$ cat config.mk
export PLATFORM = sky130hd
export DESIGN_NAME = parity_serial_rx
export DESIGN_NICKNAME = d
export VERILOG_FILES = /design/src/rtl/parity_serial_rx.sv
export SDC_FILE = /design/constraint.sdc
export NUM_CORES = 1
export LEC_CHECK = 0
export BUFFER_PORTS_ARGS = -buffer_cell sky130_fd_sc_hd__buf_2
export CORE_MARGIN = 10
export CORE_UTILIZATION = 25
export CTS_BUF_LIST = sky130_fd_sc_hd__clkbuf_2
export DETAILED_ROUTE_END_ITERATION = 8
export GPL_ROUTABILITY_DRIVEN = 0
export RECOVER_POWER = 25
export SYNTH_ARGS = -nofsm -noshare
export SYNTH_HDL_FRONTEND = slang
export SYNTH_SLANG_ARGS = --single-unit
$ cat constraint.sdc
create_clock -name clock -period 1.7 [get_ports clock]
set_input_delay 0.085 -clock clock [delete_from_list [all_inputs] [get_ports clock]]
set_output_delay 0.085 -clock clock [all_outputs]
set_load 0.005 [all_outputs]
$ cat src/rtl/parity_serial_rx.sv
// Receiver for the parity-protected serial link: deserialises start/data/parity/stop frames,
// reports parity and framing status per word and keeps a saturating error count.
module parity_serial_rx #(
    parameter int unsigned WIDTH     = 4,
    parameter int unsigned ODD       = 0,
    parameter int unsigned CNT_WIDTH = 8
) (
    input  logic                 clock,
    input  logic                 reset,
    input  logic                 bit_valid,
    input  logic                 bit_in,
    input  logic                 err_clear,
    output logic [WIDTH-1:0]     data,
    output logic                 data_valid,
    output logic                 parity_err,
    output logic                 frame_err,
    output logic                 busy,
    output logic [CNT_WIDTH-1:0] err_count
);

    localparam int unsigned CntW = $clog2(WIDTH + 1);
    localparam logic [CntW-1:0] LastBit = CntW'(WIDTH - 1);
    localparam logic [CNT_WIDTH-1:0] ErrMax = '1;

    typedef enum logic [1:0] {StIdle, StData, StParity, StStop} state_e;

    state_e               state_q, state_d;
    logic                 busy_q;
    logic [CntW-1:0]      cnt_q, cnt_d;
    logic [WIDTH-1:0]     shift_q, shift_d;
    logic                 par_q, par_d;
    logic [WIDTH-1:0]     data_q, data_d;
    logic                 dv_q, dv_d;
    logic                 perr_q, perr_d;
    logic                 ferr_q, ferr_d;
    logic [CNT_WIDTH-1:0] errc_q, errc_d;

    logic stop_take;
    logic exp_par;
    logic perr_now;
    logic ferr_now;

    // State register; busy is registered alongside so it tracks the state exactly.
    always_ff @(posedge clock or negedge reset) begin
        if (!reset) begin
            state_q <= StIdle;
            busy_q  <= 1'b0;
        end else begin
            state_q <= state_d;
            busy_q  <= (state_d != StIdle);
        end
    end

    always_comb begin
        state_d = state_q;
        if (bit_valid) begin
            case (state_q)
                StIdle:   if (!bit_in) state_d = StData;
                StData:   if (cnt_q == LastBit) state_d = StParity;
                StParity: state_d = StStop;
                StStop:   state_d = StIdle;
                default:  state_d = StIdle;
            endcase
        end
    end

    assign stop_take = bit_valid && (state_q == StStop);
    assign exp_par   = (^shift_q) ^ (ODD != 0);
    assign perr_now  = (par_q != exp_par);
    assign ferr_now  = !bit_in;

    always_comb begin
        cnt_d   = cnt_q;
        shift_d = shift_q;
        par_d   = par_q;
        data_d  = data_q;
        dv_d    = 1'b0;
        perr_d  = perr_q;
        ferr_d  = ferr_q;
        if (bit_valid) begin
            case (state_q)
                StIdle:   cnt_d = '0;
                StData: begin
                    // LSB-first: each new bit enters at the top and walks down.
                    shift_d = (shift_q >> 1) | (WIDTH'(bit_in) << (WIDTH - 1));
                    cnt_d   = cnt_q + CntW'(1);
                end
                StParity: par_d = bit_in;
                StStop: begin
                    data_d = shift_q;
                    perr_d = perr_now;
                    ferr_d = ferr_now;
                    dv_d   = 1'b1;
                end
                default: ;
            endcase
        end

        errc_d = errc_q;
        if (err_clear) begin
            errc_d = '0;
        end else if (stop_take && (perr_now || ferr_now) && (errc_q != ErrMax)) begin
            errc_d = errc_q + CNT_WIDTH'(1);
        end
    end

    always_ff @(posedge clock or negedge reset) begin
        if (!reset) begin
            cnt_q   <= '0;
            shift_q <= '0;
            par_q   <= 1'b0;
            data_q  <= '0;
            dv_q    <= 1'b0;
            perr_q  <= 1'b0;
            ferr_q  <= 1'b0;
            errc_q  <= '0;
        end else begin
            cnt_q   <= cnt_d;
            shift_q <= shift_d;
            par_q   <= par_d;
            data_q  <= data_d;
            dv_q    <= dv_d;
            perr_q  <= perr_d;
            ferr_q  <= ferr_d;
            errc_q  <= errc_d;
        end
    end

    assign data       = data_q;
    assign data_valid = dv_q;
    assign parity_err = perr_q;
    assign frame_err  = ferr_q;
    assign busy       = busy_q;
    assign err_count  = errc_q;

endmodule

After elaboration in Yosys (flattened, before gate mapping)
Index checks and enable logic that the tools add are counted.

word-level totals
  word-level logic and storage cells = 42
  output and inout bits = 16
  flip-flop bits (word level) = 26
  input port bits = 5

cells by class
  equality and inequality tests = 6
  reduce and logical (&&, ||, !) cells = 14
  mux-type cells = 9
  bitwise gates (word level) = 1
  $add $sub $neg = 2

operator list
  kind                 count
  $mux 8               2
  $add 8x1->8 const B  1
  $ne 8x8->1 const B   1
  $pmux 2 s4           1
  $reduce_and 2->1     4
  $mux 2               3
  $pmux 3 s2           1
  $reduce_bool 2->1    3
  $eq 2x2->1 const B   2
  $or 3x4->4           1
  $reduce_xor 4->1     1
  $add 3x1->3 const B  1
  $eq 3x2->1 const B   1
  $logic_and 1x1->1    3
  $eq 2x1->1 const B   1
  $logic_not 2->1      1
  $mux 1               2
  $logic_not 1->1      1
  $logic_or 1x1->1     1
  $ne 1x1->1           1

Logic depth before layout (Yosys ltp)
Gate-level depths: netlist of the first run.

  word-level depth = 7
  mapped depth = 6

Least setup slack after synthesis of the first run
No wires, ideal clock.

  path type = reg-to-reg
  start point = register shift_q[1]
  end point = register errc_q[5], in the netlist err_count[5]
  clock period less this slack = 1.804 ns
  library setup time = 0.128 ns
  cell stages (with the launch flop) = 5
  setup slack = -0.104 ns
  arrival time = 1.676 ns
  path through = dfrtp_1 > xnor3_2 > xnor2_4 > a2111oi_4 > mux2_1

on the way
  cells in the longest elaborated chain, start to end = 6

ends and longest elaborated chain
  item                             line  source
  from (decl)                      30    logic [WIDTH-1:0] shift_q, shift_d;
  from (signal assigned)           119   shift_q <= shift_d;
  $reduce_xor 4->1                 68    assign exp_par = (^shift_q) ^ (ODD != 0);
  $ne 1x1->1                       69    assign perr_now = (par_q != exp_par);
  $logic_or 1x1->1                 102   end else if (stop_take && (perr_now || ferr_now) && (errc_q != ErrMax)) begin
  $logic_and 1x1->1 (2 in series)  102
  $reduce_bool 2->1 (no line)      --
  to (signal assigned)             125   errc_q <= errc_d;
  to (decl)                        36    logic [CNT_WIDTH-1:0] errc_q, errc_d;

Every way passes these cells.
A chain may end at the register's enable or synchronous reset.

Final worst setup path of the first run
Ends and elaborated chain as after synthesis.

==> results.yml, run 1 <==
clock_tree:
  cts_root_buf: "clkbuf_2"
  cts_buffers: 3
  cts_tree: "done"
  clk_latency_ps: 370
  clk_pin_slew_worst_paths_ps: 270
  cts_htree_levels: 1
  clock-sinks: 26
  cts_buffer_depth: 2
flow_run:
  maxCapViolations: 0
sta:
  tightest_slew_ps: 1440
  fin_crit_ps: 1850
  clock_skew_ps: 23.3
  final-max-slew-violation-count: 0
  holdWs_ps: 28.3
  setup_ws_ps: -154
  fmax_mhz: 539
  rsz0062_at_grt: "true"
  finalSetupViolations: 8
  fin_crit_sh_pct: 109
  max_slew_margin_pct: 4.15
  finalHoldViolCount: 0
logic_synthesis:
  synth_top_family_by_area: "simple AND/OR/NAND/NOR gates"
  synth_top_area_share_pct: 49.8
  muxShareOfSynthArea_pct: 11.1
  synthSimpleGateAreaFrac_pct: 20.7
  synth_edf_count: 0
  yosysTopAreaCell: "dfrtp_1"
  ys.flop_type: "dfrtp_1"
  ys_seq_elements: 26
  synthCells: 122
  yosys.area_share.adder_pct: 2.87
  syn_nets: 130
  avgSynthCellArea_um2: 10.7
  synth_xor_area_share_pct: 5.17
  synth_compound_area_share_pct: 8.24
  synth_area_leaders: "dfrtp_1 (50%), mux2_2 (9.5%), nand2_1 (6.0%)"
  syn_area_um2: 1310
  yosys-top-cells-count: "dfrtp_1 (26), nand2_1 (21), mux2_2 (11)"
  synth_most_common_cell: "dfrtp_1"
  yosysUniqueCellTypes: 27
  synthArstFlopShare_pct: 100
  synth_warnings: 0
  seq_area_frac_synth_pct: 49.8
worst_setup_path:
  crit_arrival_ps: 2120
  rrSetupSlack_ps: -150
  required_ps: 1970
  rr_endpoint: "err_count[5]$_DFFE_PN0P_"
  path_class: "flip-flop to flip-flop"
  endpoint_kind: "flip-flop"
  r2r_cells: 4
  rr_startpoint: "shift_q[1]$_DFFE_PN0P_"
  worstPathMaxFanout: 8
  critPathLaunchType: "flip-flop"
run_status:
  status: "finished with violations"
  violations: "negative setup slack"
worst_hold_path:
  hold_path_class: "primary input to flip-flop"
  holdPathStages: 3
  hold_end: "frame_err$_DFFE_PN0P_"
  hold_start: "bit_valid"
global_route:
  grt.total_usage_pct: 7.06
  antenna_found_initial: 0
  grt_max_degree: 27
  grt_pass1_vias: 1081
  grt_overflow_total: 0
  grt_pass1_wl_um: 4980
floorplanning:
  die_w_um: 92.3
  dieArea_um2: 8520
  io_pins: 21
  fp.dieH_um: 92.3
  start_util_pct: 25.7
  core-area_um2: 5070
  row_count: 26
route:
  drtIter0Drc: 38
  drc_errors: 0
  dr.pass1.iters: 4
  ant_nets: 0
  routed_wirelength_um: 2840
  vias: 976
  viasPerCell: 4.21
  wire_per_inst_um: 12.3
layout:
  fillers: 557
  drive_gt1_share_pct: 41.4
  syn_to_final_growth_pct: 31.6
  num-nets-final: 171
  design_area_um2: 1720
  insertedDiodeCount: 0
placed_design:
  port_buffers: 20
  placed_area_um2: 1630
  dp_hpwl_um: 2120
power:
  p_leak_nw: 0.815
  p_per_area_nw_per_um2: 1450
  peakVddDrop_uv: 619
## per-layer routing
layer  vias up  GRT usage (%)  wire length, µm
met2        14           11.8             1270
met4         0           2.31               18
met1       465           8.17             1390
met5         -              0                0
met3         2           2.61              159
li1        495              -                -
## per-stage QoR
step / worst slack (ps) / cells / power, W / setup TNS (ps) / util, %
after floorplan: -62.1 / 122 / 0.00172 / -209 / -
after global placement: -65.0 / 227 / 0.00206 / -276 / 32.1
after detailed placement: -134 / 227 / 0.00209 / -483 / 32.1
after CTS: -135 / 232 / 0.00251 / -744 / 33.5
after global routing: -195 / 232 / 0.00268 / -1180 / 33.9
final: -154 / 232 / 0.00249 / -782 / 33.9
## cell type report
type | count | area (µm²) | share of cell area, %
clock buffers | 3 | 15.0 | 0.873
clock inverters | 1 | 30.0 | 1.75
inverters | 3 | 11.3 | 0.655
multi-input cells | 89 | 673 | 39.2
flip-flops and latches | 26 | 651 | 37.8
well taps | 70 | 87.6 | 5.09
repair buffers | 40 | 251 | 14.6
## what timing repair did
action	CTS	global route
hold endpoints to repair	26	0
setup endpoints to repair	8	8
pin swaps	1	4
resized for setup	3	5
hold buffers	1	0
setup buffers	0	0
## logic make-up (layout without fill, tap and decap cells)
group / after synthesis / count (layout)
AND/OR/NAND/NOR: 55 / 55
flip-flops: 26 / 26
AO/OA/AOI/OAI: 15 / 15
multiplexers: 13 / 13
buffers and inverters: 7 / 47
adder cells (fa/ha/maj): 3 / 3
XOR/XNOR: 3 / 3
## registers in the layout, summed over array words and instances, names as in the netlist
register	flops
err_count	8
data	4
shift_q	4
cnt_q	3
state_q	2
busy	1
data_valid	1
frame_err	1
par_q	1
parity_err	1
## where the power goes
part           switching [W]  internal (W)  total [W]
clock               0.000196      0.000202   0.000398
sequential          0.000119      0.000807   0.000926
combinational       0.000578      0.000586    0.00116
## critical path: stages, from the launching register on
cell and delay, ps:
dfrtp_1 430, xnor3_2 470, xnor2_4 200, a2111oi_4 310, mux2_1 340
## layout by cell type, fill, tap and decap left out, types with 2 or more instances in the layout
cell      count
o21ai_0       6
a211oi_2      3
mux2_2        9
nand2_1      21
mux2_4        2
inv_1         3
nor2b_1       7
buf_2        19
dfrtp_1      26
nor2_1       10
buf_4        19
nand3_1       3
a21oi_1       2
nand2b_1      6
or2_2         2
ha_1          2
clkbuf_2      3
## how the worst max path moves through the flow
stage | cells past startpoint | slack (ps) | to | start
floorplan | 4 | -60 | err_count[5]$_DFFE_PN0P_ | shift_q[3]$_DFFE_PN0P_
global placement | 4 | -60 | err_count[5]$_DFFE_PN0P_ | shift_q[3]$_DFFE_PN0P_
detailed placement | 4 | -130 | err_count[4]$_DFFE_PN0P_ | shift_q[3]$_DFFE_PN0P_
CTS | 4 | -130 | err_count[5]$_DFFE_PN0P_ | shift_q[3]$_DFFE_PN0P_
global route | 4 | -190 | err_count[5]$_DFFE_PN0P_ | shift_q[1]$_DFFE_PN0P_
finish | 4 | -150 | err_count[5]$_DFFE_PN0P_ | shift_q[1]$_DFFE_PN0P_
No activity file was read; power rests on OpenSTA's default activity.
==> run 2: changes to the inputs <==
clock period = 1.9 ns   (was 1.7 ns; I/O delays follow)
==> results.yml, run 2 (synthesis gave the netlist of run 1 again) <==
power:
  peakVddDrop_uv: 619
  p_leak_nw: 0.773
  p_per_area_nw_per_um2: 1310
placed_design:
  dp_hpwl_um: 1920
  placed_area_um2: 1520
  place_ws_ps: 36.1
  port_buffers: 20
  placed_cells: 214
worst_setup_path:
  path_class: "flip-flop to flip-flop"
  worstPathMaxFanout: 8
  critPathLaunchType: "flip-flop"
  endpoint_kind: "flip-flop"
  crit_arrival_ps: 2180
  required_ps: 2180
clock_tree:
  clk_pin_slew_worst_paths_ps: 260
  cts_buffers: 3
  cts_htree_levels: 1
  clk_latency_ps: 350
  cts_buffer_depth: 2
  clock-sinks: 26
  cts_root_buf: "clkbuf_2"
  cts_tree: "done"
sta:
  fin_crit_ps: 1900
  holdWs_ps: 60.9
  tightest_slew_ps: 1420
  rsz0062_at_grt: "true"
  clock_skew_ps: 9.10
  finalHoldViolCount: 0
  fin_crit_sh_pct: 100
  fmax_mhz: 525
  setup_ws_ps: -3.60
  finalSetupViolations: 1
  final-max-slew-violation-count: 0
  max_slew_margin_pct: 5.05
floorplanning:
  start_util_pct: 25.7
  core-area_um2: 5070
  fp.dieH_um: 92.3
  io_pins: 21
  row_count: 26
  die_w_um: 92.3
  dieArea_um2: 8520
route:
  dr.pass1.iters: 4
  wire_per_inst_um: 11.9
  drc_errors: 0
  viasPerCell: 4.20
  routed_wirelength_um: 2660
  drtIter0Drc: 92
  ant_nets: 0
  vias: 941
layout:
  final_common_cell: "dfrtp_1"
  syn_to_final_growth_pct: 24.1
  largest_reg_flops: 8
  insertedDiodeCount: 0
  utilization_pct: 32.0
  final_cell_mix: "dfrtp_1 (26), nand2_1 (21), buf_2 (19), mux2_2 (11), buf_4 (11)"
  design_area_um2: 1620
  drive_gt1_share_pct: 35.1
  fillers: 557
  fin_cells: 224
  num-nets-final: 163
global_route:
  grt_max_degree: 27
  grt_overflow_total: 0
  grt_pass1_wl_um: 4890
  antenna_found_initial: 0
  grt_pass1_vias: 998
  grt.total_usage_pct: 6.89
flow_run:
  maxCapViolations: 0
worst_hold_path:
  hold_path_class: "primary input to flip-flop"
run_status:
  violations: "negative setup slack"
  status: "finished with violations"
run 2: per-stage QoR:
| stage | total power, W | setup TNS [ps] |
|---|---|---|
| after detailed placement | 0.00176 | 0 |
| after floorplan | 0.00152 | 0 |
| after CTS | 0.00213 | 0 |
| final | 0.00213 | -3.60 |
| after global placement | 0.00175 | 0 |
| after global routing | 0.00233 | -296 |
run 2: area by class of cell:
type / instances / area (µm²) / share of cell area [%]
Sequential cell: 26 / 651 / 40.1
Clock buffer: 3 / 15.0 / 0.926
Inverter: 3 / 11.3 / 0.694
Tap cell: 70 / 87.6 / 5.40
Clock inverter: 1 / 30.0 / 1.85
Timing Repair Buffer: 32 / 191 / 11.8
Multi-Input combinational cell: 89 / 636 / 39.2
run 2: final timing paths:
check / start / endpoint / slack [ps] / cells past startpoint
max: shift_q[3]$_DFFE_PN0P_ / err_count[5]$_DFFE_PN0P_ / -4 / 4
min: bit_valid / state_q[0]$_DFF_PN0_ / 60 / 3
max reg2reg: shift_q[3]$_DFFE_PN0P_ / err_count[5]$_DFFE_PN0P_ / -4 / 4
min reg2reg: data[0]$_DFFE_PN0P_ / data[0]$_DFFE_PN0P_ / 510 / 2
max in group asynchronous: reset / err_count[4]$_DFFE_PN0P_ / 530 / 2
min in group asynchronous: reset / cnt_q[2]$_DFFE_PN0P_ / 550 / 2
run 2: power by group:
part	switching, W	internal, W	total (W)
combinational	0.000456	0.000479	0.000935
clock	0.000172	0.000181	0.000353
sequential	0.000120	0.000722	0.000842
run 2: metal layers:
layer | vias to the layer above | GRT usage, % | routed length (µm)
li1 | 478 | - | -
met1 | 448 | 8.31 | 1240
met2 | 13 | 10.6 | 1250
met3 | 2 | 2.93 | 146
met4 | 0 | 2.57 | 11
met5 | - | 0 | 0
run 2: what timing repair did:
action                                  4_1_cts  5_1_grt
endpoints found under the setup margin        1        8
pin swaps                                     0        3
hold endpoints to repair                     26        0
buffers inserted                              1        4
gates resized for setup                       0        2
hold buffers                                  1        0
run 2: worst max-delay path, stage by stage, from the launching register on:
cell	delay (ps)
dfrtp_1	450
xnor3_2	480
xnor2_4	210
a2111oi_4	350
mux2_4	330
==> run 3: changes to the inputs <==
clock period = 2 ns   (was 1.9 ns; I/O delays follow)
==> results.yml, run 3 (synthesis gave the netlist of run 1 again) <==
run_status:
  status: "finished, final reports clean"
floorplanning:
  dieArea_um2: 8520
  row_count: 26
  start_util_pct: 25.7
  fp.dieH_um: 92.3
  io_pins: 21
  core-area_um2: 5070
  die_w_um: 92.3
global_route:
  grt_overflow_total: 0
  grt_pass1_vias: 906
  antenna_found_initial: 0
  grt_max_degree: 27
  grt_pass1_wl_um: 4470
  grt.total_usage_pct: 6.45
sta:
  rsz0062_at_grt: "true"
  tightest_slew_ps: 1380
  clock_skew_ps: 18.2
  fmax_mhz: 522
  max_slew_margin_pct: 7.71
  setup_ws_ps: 83.7
  fin_crit_ps: 1920
  finalSetupViolations: 0
  finalHoldViolCount: 0
  fin_crit_sh_pct: 95.8
  final-max-slew-violation-count: 0
placed_design:
  dp_hpwl_um: 1870
  placed_area_um2: 1500
  place_ws_ps: 125
  port_buffers: 20
worst_setup_path:
  cpPeakStageDelay_ps: 480
  critPathSlowestCell: "xnor3_2"
  endpoint_kind: "flip-flop"
  rrSetupSlack_ps: 80
  path_class: "flip-flop to flip-flop"
  required_ps: 2270
  rr_startpoint: "shift_q[3]$_DFFE_PN0P_"
  cp_cell_sequence: "xnor3_2, xnor2_4, a2111oi_4, mux2_4"
  critPathLaunchType: "flip-flop"
  crit_path_start: "shift_q[3]$_DFFE_PN0P_"
  crit_arrival_ps: 2180
  worstPathMaxFanout: 8
layout:
  insertedDiodeCount: 0
  final_common_cell: "dfrtp_1"
  largest_reg_flops: 8
  drive_gt1_share_pct: 31.8
  design_area_um2: 1570
  fillers: 546
  final_cell_mix: "dfrtp_1 (26), nand2_1 (21), buf_2 (19), mux2_2 (11), nor2_1 (10)"
  syn_to_final_growth_pct: 20.4
  num-nets-final: 157
route:
  drc_errors: 0
  vias: 904
  routed_wirelength_um: 2570
  drtIter0Drc: 94
  viasPerCell: 4.15
  wire_per_inst_um: 11.8
  ant_nets: 0
  dr.pass1.iters: 4
worst_hold_path:
  hold_path_class: "primary input to flip-flop"
  hold_start: "bit_valid"
clock_tree:
  clock-sinks: 26
  cts_buffer_depth: 2
  cts_buffers: 3
  cts_root_buf: "clkbuf_2"
  cts_tree: "done"
  clk_latency_ps: 360
  clk_pin_slew_worst_paths_ps: 260
  cts_htree_levels: 1
power:
  p_leak_nw: 0.742
  p_per_area_nw_per_um2: 1260
  peakVddDrop_uv: 547
flow_run:
  maxCapViolations: 0
run 3: cell count changes in the layout (fill, tap and decap cells not counted), sizes merged:
cell | previous run | this run
buf | 30 | 24
run 3: power breakdown:
part | internal, W | switching [W] | total, W
Combinational | 0.000428 | 0.000402 | 0.000831
Clock | 0.000172 | 0.000161 | 0.000333
Sequential | 0.000686 | 0.000125 | 0.000811
run 3: stage by stage:
step                std cells  hold slack, ps  utilization, %  setup TNS (ps)  power (W)
global route              218            33.2            31.0           -18.7    0.00217
floorplan                 122            -196               -               0    0.00145
finish                    218            55.1            31.0               0    0.00197
CTS                       216            24.8            30.6               0    0.00199
global placement          211             144            29.6               0    0.00164
detailed placement        211             140            29.6               0    0.00164
run 3: timing repair:
action                     CTS  global route
setup endpoints to repair    0             2
setup buffers                0             2
resized for setup            0             1
hold buffers                 1             0
hold endpoints to repair    26             0
run 3: worst paths after layout:
check | to | depth (start not counted)
worst max-delay path | err_count[5]$_DFFE_PN0P_ | 4
min in group asynchronous | state_q[1]$_DFF_PN0_ | 2
worst max register to register | err_count[5]$_DFFE_PN0P_ | 4
max in group asynchronous | err_count[4]$_DFFE_PN0P_ | 2
worst min-delay path | state_q[0]$_DFF_PN0_ | 3
worst min register to register | data[2]$_DFFE_PN0P_ | 2
run 3: area by class of cell:
class | count | area, µm² | share of cell area, %
Inverter | 3 | 11.3 | 0.716
Clock inverter | 1 | 30.0 | 1.91
Timing Repair Buffer | 26 | 146 | 9.31
Multi-Input combinational cell | 89 | 632 | 40.2
Sequential cell | 26 | 651 | 41.4
Clock buffer | 3 | 15.0 | 0.955
Tap cell | 70 | 87.6 | 5.57
run 3: critical path, delay by kind of cell (launching register included):
| kind | cells | cell delay [ps] |
|---|---|---|
| mux | 1 | 330 |
| compound gates | 1 | 390 |
| flops | 1 | 440 |
| xor+xnor | 2 | 670 |
run 3: layer usage:
metal | GRT usage [%] | share of wire, %
met5 | 0 | 0
met2 | 9.71 | 47
met4 | 2.31 | 0.70
met1 | 8.11 | 47
met3 | 2.61 | 4.7
